--- config.mk ---
export PLATFORM = sky130hd
export DESIGN_NAME = spi_flash_fetch_ctrl
export DESIGN_NICKNAME = d
export VERILOG_FILES = /design/src/rtl/spi_flash_fetch_ctrl.sv
export SDC_FILE = /design/constraint.sdc
export NUM_CORES = 1
export LEC_CHECK = 0
export ABC_CLOCK_PERIOD_IN_PS = 1900
export CORE_AREA = 4 4 140 109
export DETAILED_ROUTE_END_ITERATION = 7
export DIE_AREA = 0 0 144 113
export GPL_TIMING_DRIVEN = 0
export PLACE_DENSITY = 0.83
export SYNTH_ARGS = -nofsm -noshare
export SYNTH_HDL_FRONTEND = slang
export SYNTH_SLANG_ARGS = --single-unit
--- constraint.sdc ---
create_clock -name clk_i -period 1.9 [get_ports clk_i]
set_input_delay 0.38 -clock clk_i [delete_from_list [all_inputs] [get_ports clk_i]]
set_output_delay 0.38 -clock clk_i [all_outputs]
set_load 0.1 [all_outputs]
--- src/rtl/spi_flash_fetch_ctrl.sv ---
// rtl/spi_flash_fetch_ctrl.sv - line-buffered SPI flash instruction fetch bridge
// Define SPI_FETCH_FAST_READ_EN to use fast-read commands with one dummy byte.
module spi_flash_fetch_ctrl #(
  parameter int unsigned ADDR_BYTES = 3,
  parameter int unsigned LINE_WORDS = 2,
  parameter logic [31:0] SPI_BASE   = 32'h10200,
  parameter int unsigned FIFO_DEPTH = 16
) (
  input  logic        clk_i,
  input  logic        rst_ni,
  input  logic        flush_i,
  input  logic        cpu_hs_read_i,
  input  logic [31:0] cpu_hs_addr_i,
  output logic        cpu_hs_ready_o,
  output logic [31:0] cpu_hs_data_o,
  input  logic        bus_hs_ready_i,
  input  logic [31:0] bus_hs_data_i,
  output logic        bus_hs_rd_o,
  output logic        bus_hs_wr_o,
  output logic [31:0] bus_hs_addr_o,
  output logic [31:0] bus_hs_data_o,
  output logic        busy_o
);

`ifdef SPI_FETCH_FAST_READ_EN
  localparam int unsigned DUMMY = 1;
  localparam logic [7:0]  CMD   = (ADDR_BYTES == 4) ? 8'h0C : 8'h0B;
`else
  localparam int unsigned DUMMY = 0;
  localparam logic [7:0]  CMD   = (ADDR_BYTES == 4) ? 8'h13 : 8'h03;
`endif
  localparam int unsigned HDR   = 1 + ADDR_BYTES + DUMMY;
  localparam int unsigned TOTAL = HDR + 4 * LINE_WORDS;
  localparam int unsigned AW    = 8 * ADDR_BYTES;
  localparam int unsigned OFF   = $clog2(4 * LINE_WORDS);
  localparam int unsigned TW    = AW - OFF;
  localparam int unsigned CW    = $clog2(TOTAL + 1);
  localparam int unsigned IW    = (LINE_WORDS > 1) ? $clog2(LINE_WORDS) : 1;

  if (TOTAL > FIFO_DEPTH) begin : g_fifo_check
    $error("spi_flash_fetch_ctrl: transaction length exceeds FIFO_DEPTH");
  end
  if (ADDR_BYTES != 3 && ADDR_BYTES != 4) begin : g_ab_check
    $error("spi_flash_fetch_ctrl: ADDR_BYTES must be 3 or 4");
  end
  if (LINE_WORDS < 1 || LINE_WORDS > 8 || (LINE_WORDS & (LINE_WORDS - 1)) != 0) begin : g_lw_check
    $error("spi_flash_fetch_ctrl: LINE_WORDS must be a power of two in 1..8");
  end

  localparam logic [2:0] S_IDLE      = 3'd0;
  localparam logic [2:0] S_SET_INH   = 3'd1;
  localparam logic [2:0] S_TX_FILL   = 3'd2;
  localparam logic [2:0] S_CLR_INH   = 3'd3;
  localparam logic [2:0] S_POLL      = 3'd4;
  localparam logic [2:0] S_RX_DRAIN  = 3'd5;
  localparam logic [2:0] S_FILL_DONE = 3'd6;
  localparam logic [2:0] S_RESPOND   = 3'd7;

  logic [2:0]    state_q, state_d;
  logic [CW-1:0] cnt_q, cnt_d;
  logic          valid_q, valid_d;
  logic          pend_q, pend_d;
  logic [TW-1:0] tag_q, tag_d;
  logic [AW-1:0] laddr_q, laddr_d;
  logic [31:0]   line_q [LINE_WORDS];
  logic [31:0]   line_d [LINE_WORDS];

  logic          hit;
  logic [7:0]    tx_byte;
  logic [31:0]   rx_k;
  logic [IW-1:0] rd_idx;
  logic          unused_addr;

  assign unused_addr = ^cpu_hs_addr_i;
  assign hit    = valid_q && !flush_i && (tag_q == cpu_hs_addr_i[AW-1:OFF]);
  assign rd_idx = (LINE_WORDS > 1) ? cpu_hs_addr_i[IW+1:2] : '0;
  assign rx_k   = 32'(cnt_q) - HDR;

  always_comb begin
    tx_byte = 8'h00;
    if (cnt_q == '0) begin
      tx_byte = CMD;
    end else if (32'(cnt_q) <= ADDR_BYTES) begin
      tx_byte = 8'(laddr_q >> (8 * (ADDR_BYTES - 32'(cnt_q))));
    end
  end

  always_comb begin
    state_d       = state_q;
    cnt_d         = cnt_q;
    valid_d       = valid_q;
    pend_d        = pend_q;
    tag_d         = tag_q;
    laddr_d       = laddr_q;
    line_d        = line_q;
    bus_hs_rd_o   = 1'b0;
    bus_hs_wr_o   = 1'b0;
    bus_hs_addr_o = 32'h0;
    bus_hs_data_o = 32'h0;
    if (flush_i && state_q != S_IDLE && state_q != S_RESPOND) pend_d = 1'b1;
    unique case (state_q)
      S_IDLE: begin
        if (flush_i) valid_d = 1'b0;
        if (cpu_hs_read_i) begin
          if (hit) begin
            state_d = S_RESPOND;
          end else begin
            laddr_d = {cpu_hs_addr_i[AW-1:OFF], {OFF{1'b0}}};
            valid_d = 1'b0;
            state_d = S_SET_INH;
          end
        end
      end
      S_SET_INH: begin
        bus_hs_wr_o   = 1'b1;
        bus_hs_addr_o = SPI_BASE;
        bus_hs_data_o = 32'h4;
        if (bus_hs_ready_i) begin
          cnt_d   = '0;
          state_d = S_TX_FILL;
        end
      end
      S_TX_FILL: begin
        bus_hs_wr_o   = 1'b1;
        bus_hs_addr_o = SPI_BASE + 32'h08;
        bus_hs_data_o = {24'h0, tx_byte};
        if (bus_hs_ready_i) begin
          if (cnt_q == CW'(TOTAL - 1)) begin
            cnt_d   = '0;
            state_d = S_CLR_INH;
          end else begin
            cnt_d = cnt_q + 1'b1;
          end
        end
      end
      S_CLR_INH: begin
        bus_hs_wr_o   = 1'b1;
        bus_hs_addr_o = SPI_BASE;
        if (bus_hs_ready_i) begin
          cnt_d   = '0;
          state_d = S_POLL;
        end
      end
      S_POLL: begin
        bus_hs_rd_o   = 1'b1;
        bus_hs_addr_o = SPI_BASE + 32'h14;
        if (bus_hs_ready_i && bus_hs_data_i >= 32'(TOTAL)) state_d = S_RX_DRAIN;
      end
      S_RX_DRAIN: begin
        bus_hs_rd_o   = 1'b1;
        bus_hs_addr_o = SPI_BASE + 32'h0C;
        if (bus_hs_ready_i) begin
          // Header echo bytes are dropped; data bytes pack little-endian.
          if (32'(cnt_q) >= HDR) line_d[IW'(rx_k >> 2)][8*rx_k[1:0] +: 8] = bus_hs_data_i[7:0];
          if (cnt_q == CW'(TOTAL - 1)) begin
            cnt_d   = '0;
            state_d = S_FILL_DONE;
          end else begin
            cnt_d = cnt_q + 1'b1;
          end
        end
      end
      S_FILL_DONE: begin
        tag_d   = laddr_q[AW-1:OFF];
        valid_d = !(pend_q || flush_i);
        pend_d  = 1'b0;
        state_d = S_RESPOND;
      end
      S_RESPOND: begin
        if (flush_i) valid_d = 1'b0;
        state_d = S_IDLE;
      end
      default: state_d = S_IDLE;
    endcase
  end

  always_ff @(posedge clk_i or negedge rst_ni) begin
    if (!rst_ni) begin
      state_q <= S_IDLE;
      cnt_q   <= '0;
      valid_q <= 1'b0;
      pend_q  <= 1'b0;
      tag_q   <= '0;
      laddr_q <= '0;
      line_q  <= '{default: '0};
    end else begin
      state_q <= state_d;
      cnt_q   <= cnt_d;
      valid_q <= valid_d;
      pend_q  <= pend_d;
      tag_q   <= tag_d;
      laddr_q <= laddr_d;
      line_q  <= line_d;
    end
  end

  assign cpu_hs_ready_o = (state_q == S_RESPOND) && cpu_hs_read_i;
  assign cpu_hs_data_o  = cpu_hs_ready_o ? line_q[rd_idx] : 32'h0;
  assign busy_o         = (state_q != S_IDLE);

endmodule

==> summary.md <==
| Metric | Value |
|---|---|
| Initial antenna violation count | 0 |
| FFs w/ async S/R, synth | 1.00 |
| Maxcap violations | 0 |
| Power, Total | 13700 uW |
| WS Path Type | reg -> out |
| Final GP Congestion | 0.800 |
| H-tree depth | 4 |
| Final Hold Viols | 0 |
| Most frequent cell after synthesis | nand2_1 |
| Area leader, netlist | dfrtp_1 |
| Max clock buf depth | 2 |
| Critical path startpoint category | register |
| RSZ-0062 raised after global routing | true |
| Flops & latches, synth | 115 |
| DRT Pass-1 Iters | 8 |
| Leakage | 0.00447 uW |
| PwrDens | 1340 nW/um^2 |
| Die Span Y | 113 um |
| First-pass GRT wire length | 28300 um |
| Residual DRC | 0 |
| Core ar. | 14000 sq um |
| Tcrit/Tclk final | 1.27 |
| Failing checks | negative setup slack |
| Syn Inst Count | 622 |
| Initial core utilization | 0.428 |
| DR WL/cell | 20.3 um |
| Total Wirelength | 21300 um |
| Clock Latency Late Sink | 420 ps |
| Reg-to-reg startpoint | cnt_q[0]$_DFFE_PN0P_ |
| CTS tree | done |
| Slew Limit Fails | 0 |
| Vias | 5683 |
| Row count | 38 |
| Largest net degree at the start of global routing | 104 |
| Clk root buf | clkbuf_16 |
| Total Routing Usage GR | 0.223 |
| HPWL Detailed | 11100 um |
| Critical path arrival | 2030 ps |
| Antenna Nets Post-Route | 0 |
| Synthesized area per cell | 9.65 sq um |
| Min Clock Period, post-route | 2410 ps |
| Die area | 16300 sq um |
| Die X-Extent | 144 um |
| YS warnings | 0 |
| Clk pin slew, worst setup/hold paths | 60 ps |
| Final net count | 932 |
| Layout area overhead | 70.3% |
| Clock Skew | 9.79 ps |
| Vias per std cell | 5.41 |
| Fin worst setup slack | -515 ps |
| Top achievable clock speed | 0.414 GHz |
| Seq/Total Area, Yosys | 0.480 |
| Setup-failing EPs final | 146 |
| Slew HR | 0.597 |
| Hold Crit Class | in -> async |
| Slew @ Worst Pin | 601 ps |
| Cells after DPL | 959 |
| Commonest cells in the netlist | 119 x nand2_1, 115 x dfrtp_1, 74 x o21ai_0 |
| Maximum VDD drop | 0.798 mV |
| Top FF cell, synth | dfrtp_1 |
| Synth unique cells | 46 |
| Post-synth EDFFs | 0 |
| CP Max Fanout | 6 |
| CTS Sinks | 115 |
| Status | finished, violations left |
| Critical Path Start | state_q[0]$_DFFE_PN0P_ |
| I/O pins | 169 |
| Crit end category | output pin |
| DRT iter0 DRCs | 494 |
| Gr ovfl total | 0 |
| Synth area leaders | dfrtp_1 48%, mux2_2 7.9%, nand2_1 7.4% |
| Finished Layout Cells | 1050 |
| Top cell type's share of synthesized area | 0.480 |
| Port Buffers | 106 |
| Critical path required time | 1520 ps |
| Share of layout cells above drive strength 1 | 0.426 |
| Inserted Clock Buffers | 17 |
| Mapped Area | 6000 sq um |
| ANT cells | 0 |
| Vias in the first global route | 5372 |
## layout make-up
cell class | count | area (sq um)
Clock buffer | 17 | 425
Inverter | 9 | 47.5
Multi-Input combinational cell | 468 | 3520
Tap cell | 180 | 225
Buffer | 76 | 663
Clock inverter | 15 | 181
Sequential cell | 115 | 2880
Timing Repair Buffer | 170 | 2270
Fill cell | 816 | 3810
## path summary, 6_finish.rpt
kind,end,slack (ps),cells past startpoint
setup reg to reg,line_q[23]$_DFFE_PN0P_,-320,7
hold / removal,laddr_q[15]$_DFFE_PN0P_,340,2
max in group asynchronous,state_q[2]$_DFFE_PN0P_,820,3
setup / recovery,bus_hs_data_o[2],-510,6
min in group clk_i,laddr_q[20]$_DFFE_PN0P_,370,2
hold reg to reg,line_q[10]$_DFFE_PN0P_,480,2
## registers in the layout (all words and copies together) (netlist names)
register,count
valid_q,1
cnt_q,4
state_q,3
line_q,64
laddr_q,21
tag_q,21
pend_q,1
## metrics by stage
step	area, sq um	hold slack, ps	setup WS, ps	TNS, ps	utilization
2_1_floorplan	6630	84.4	-241	-7670	-
3_3_place_gp	7920	460	-3900	-556220	0.564
3_5_place_dp	7940	211	-1750	-113480	0.566
4_1_cts	9710	339	-427	-22930	0.692
5_1_grt	10200	365	-577	-45670	0.728
6_report	10200	343	-515	-33380	0.728
## logic make-up (layout without fill, tap and decap cells)
logic type | Yosys count | after routing | synth area share
simple gates | 216 | 216 | 0.155
flops | 115 | 115 | 0.480
compound gates | 97 | 97 | 0.0922
buf+inv | 89 | 287 | 0.0918
mux | 76 | 76 | 0.136
xor+xnor | 22 | 22 | 0.0321
fa+ha+maj | 6 | 6 | 0.0125
other cells | 1 | 51 | 0.000625
## cell usage in the layout (no fill, tap or decap), drive strengths merged, types with 6 or more instances in the layout
| cell type | n |
|---|---|
| clkinv | 7 |
| dfrtp | 115 |
| clkdlybuf4s50 | 46 |
| inv | 11 |
| nand4 | 7 |
| clkbuf | 31 |
| dlygate4sd2 | 10 |
| nor3 | 12 |
| a21oi | 6 |
| o21ai | 76 |
| nand3 | 6 |
| ha | 6 |
| conb | 51 |
| mux2 | 43 |
| buf | 175 |
| nor2 | 49 |
| xnor2 | 17 |
| nand2 | 119 |
| nor4 | 7 |
| mux2i | 33 |
## worst max-delay path: stages (launching register included)
cell and delay [ps]:
dfrtp_1 390, buf_6 140, nor3b_4 210, nand2_2 120
or2_4 350, o32ai_4 180, buf_12 220
## where the power goes
part           internal, uW  leakage, uW  total [uW]  switching [uW]
Combinational          2990      0.00266        6890            3900
Sequential             2990      0.00151        3470             483
Clock                  2070     0.000294        3320            1250
## timing repair
item / CTS / global route
buffers inserted: 25 / 32
gates cloned: 7 / 1
pin swaps: 27 / 25
resized for setup: 542 / 113
endpoints found under the setup margin: 149 / 156
hold buffers: 1 / 0
hold endpoints to repair: 12 / 0
## per-layer routing
metal,global-route usage,vias to the layer above,wire (um)
li1,-,2495,-
met1,0.293,2742,8160
met2,0.367,362,10600
met3,0.0456,84,1710
met4,0.0772,0,777
met5,0,-,0
Power figures use the tool's default switching activity.
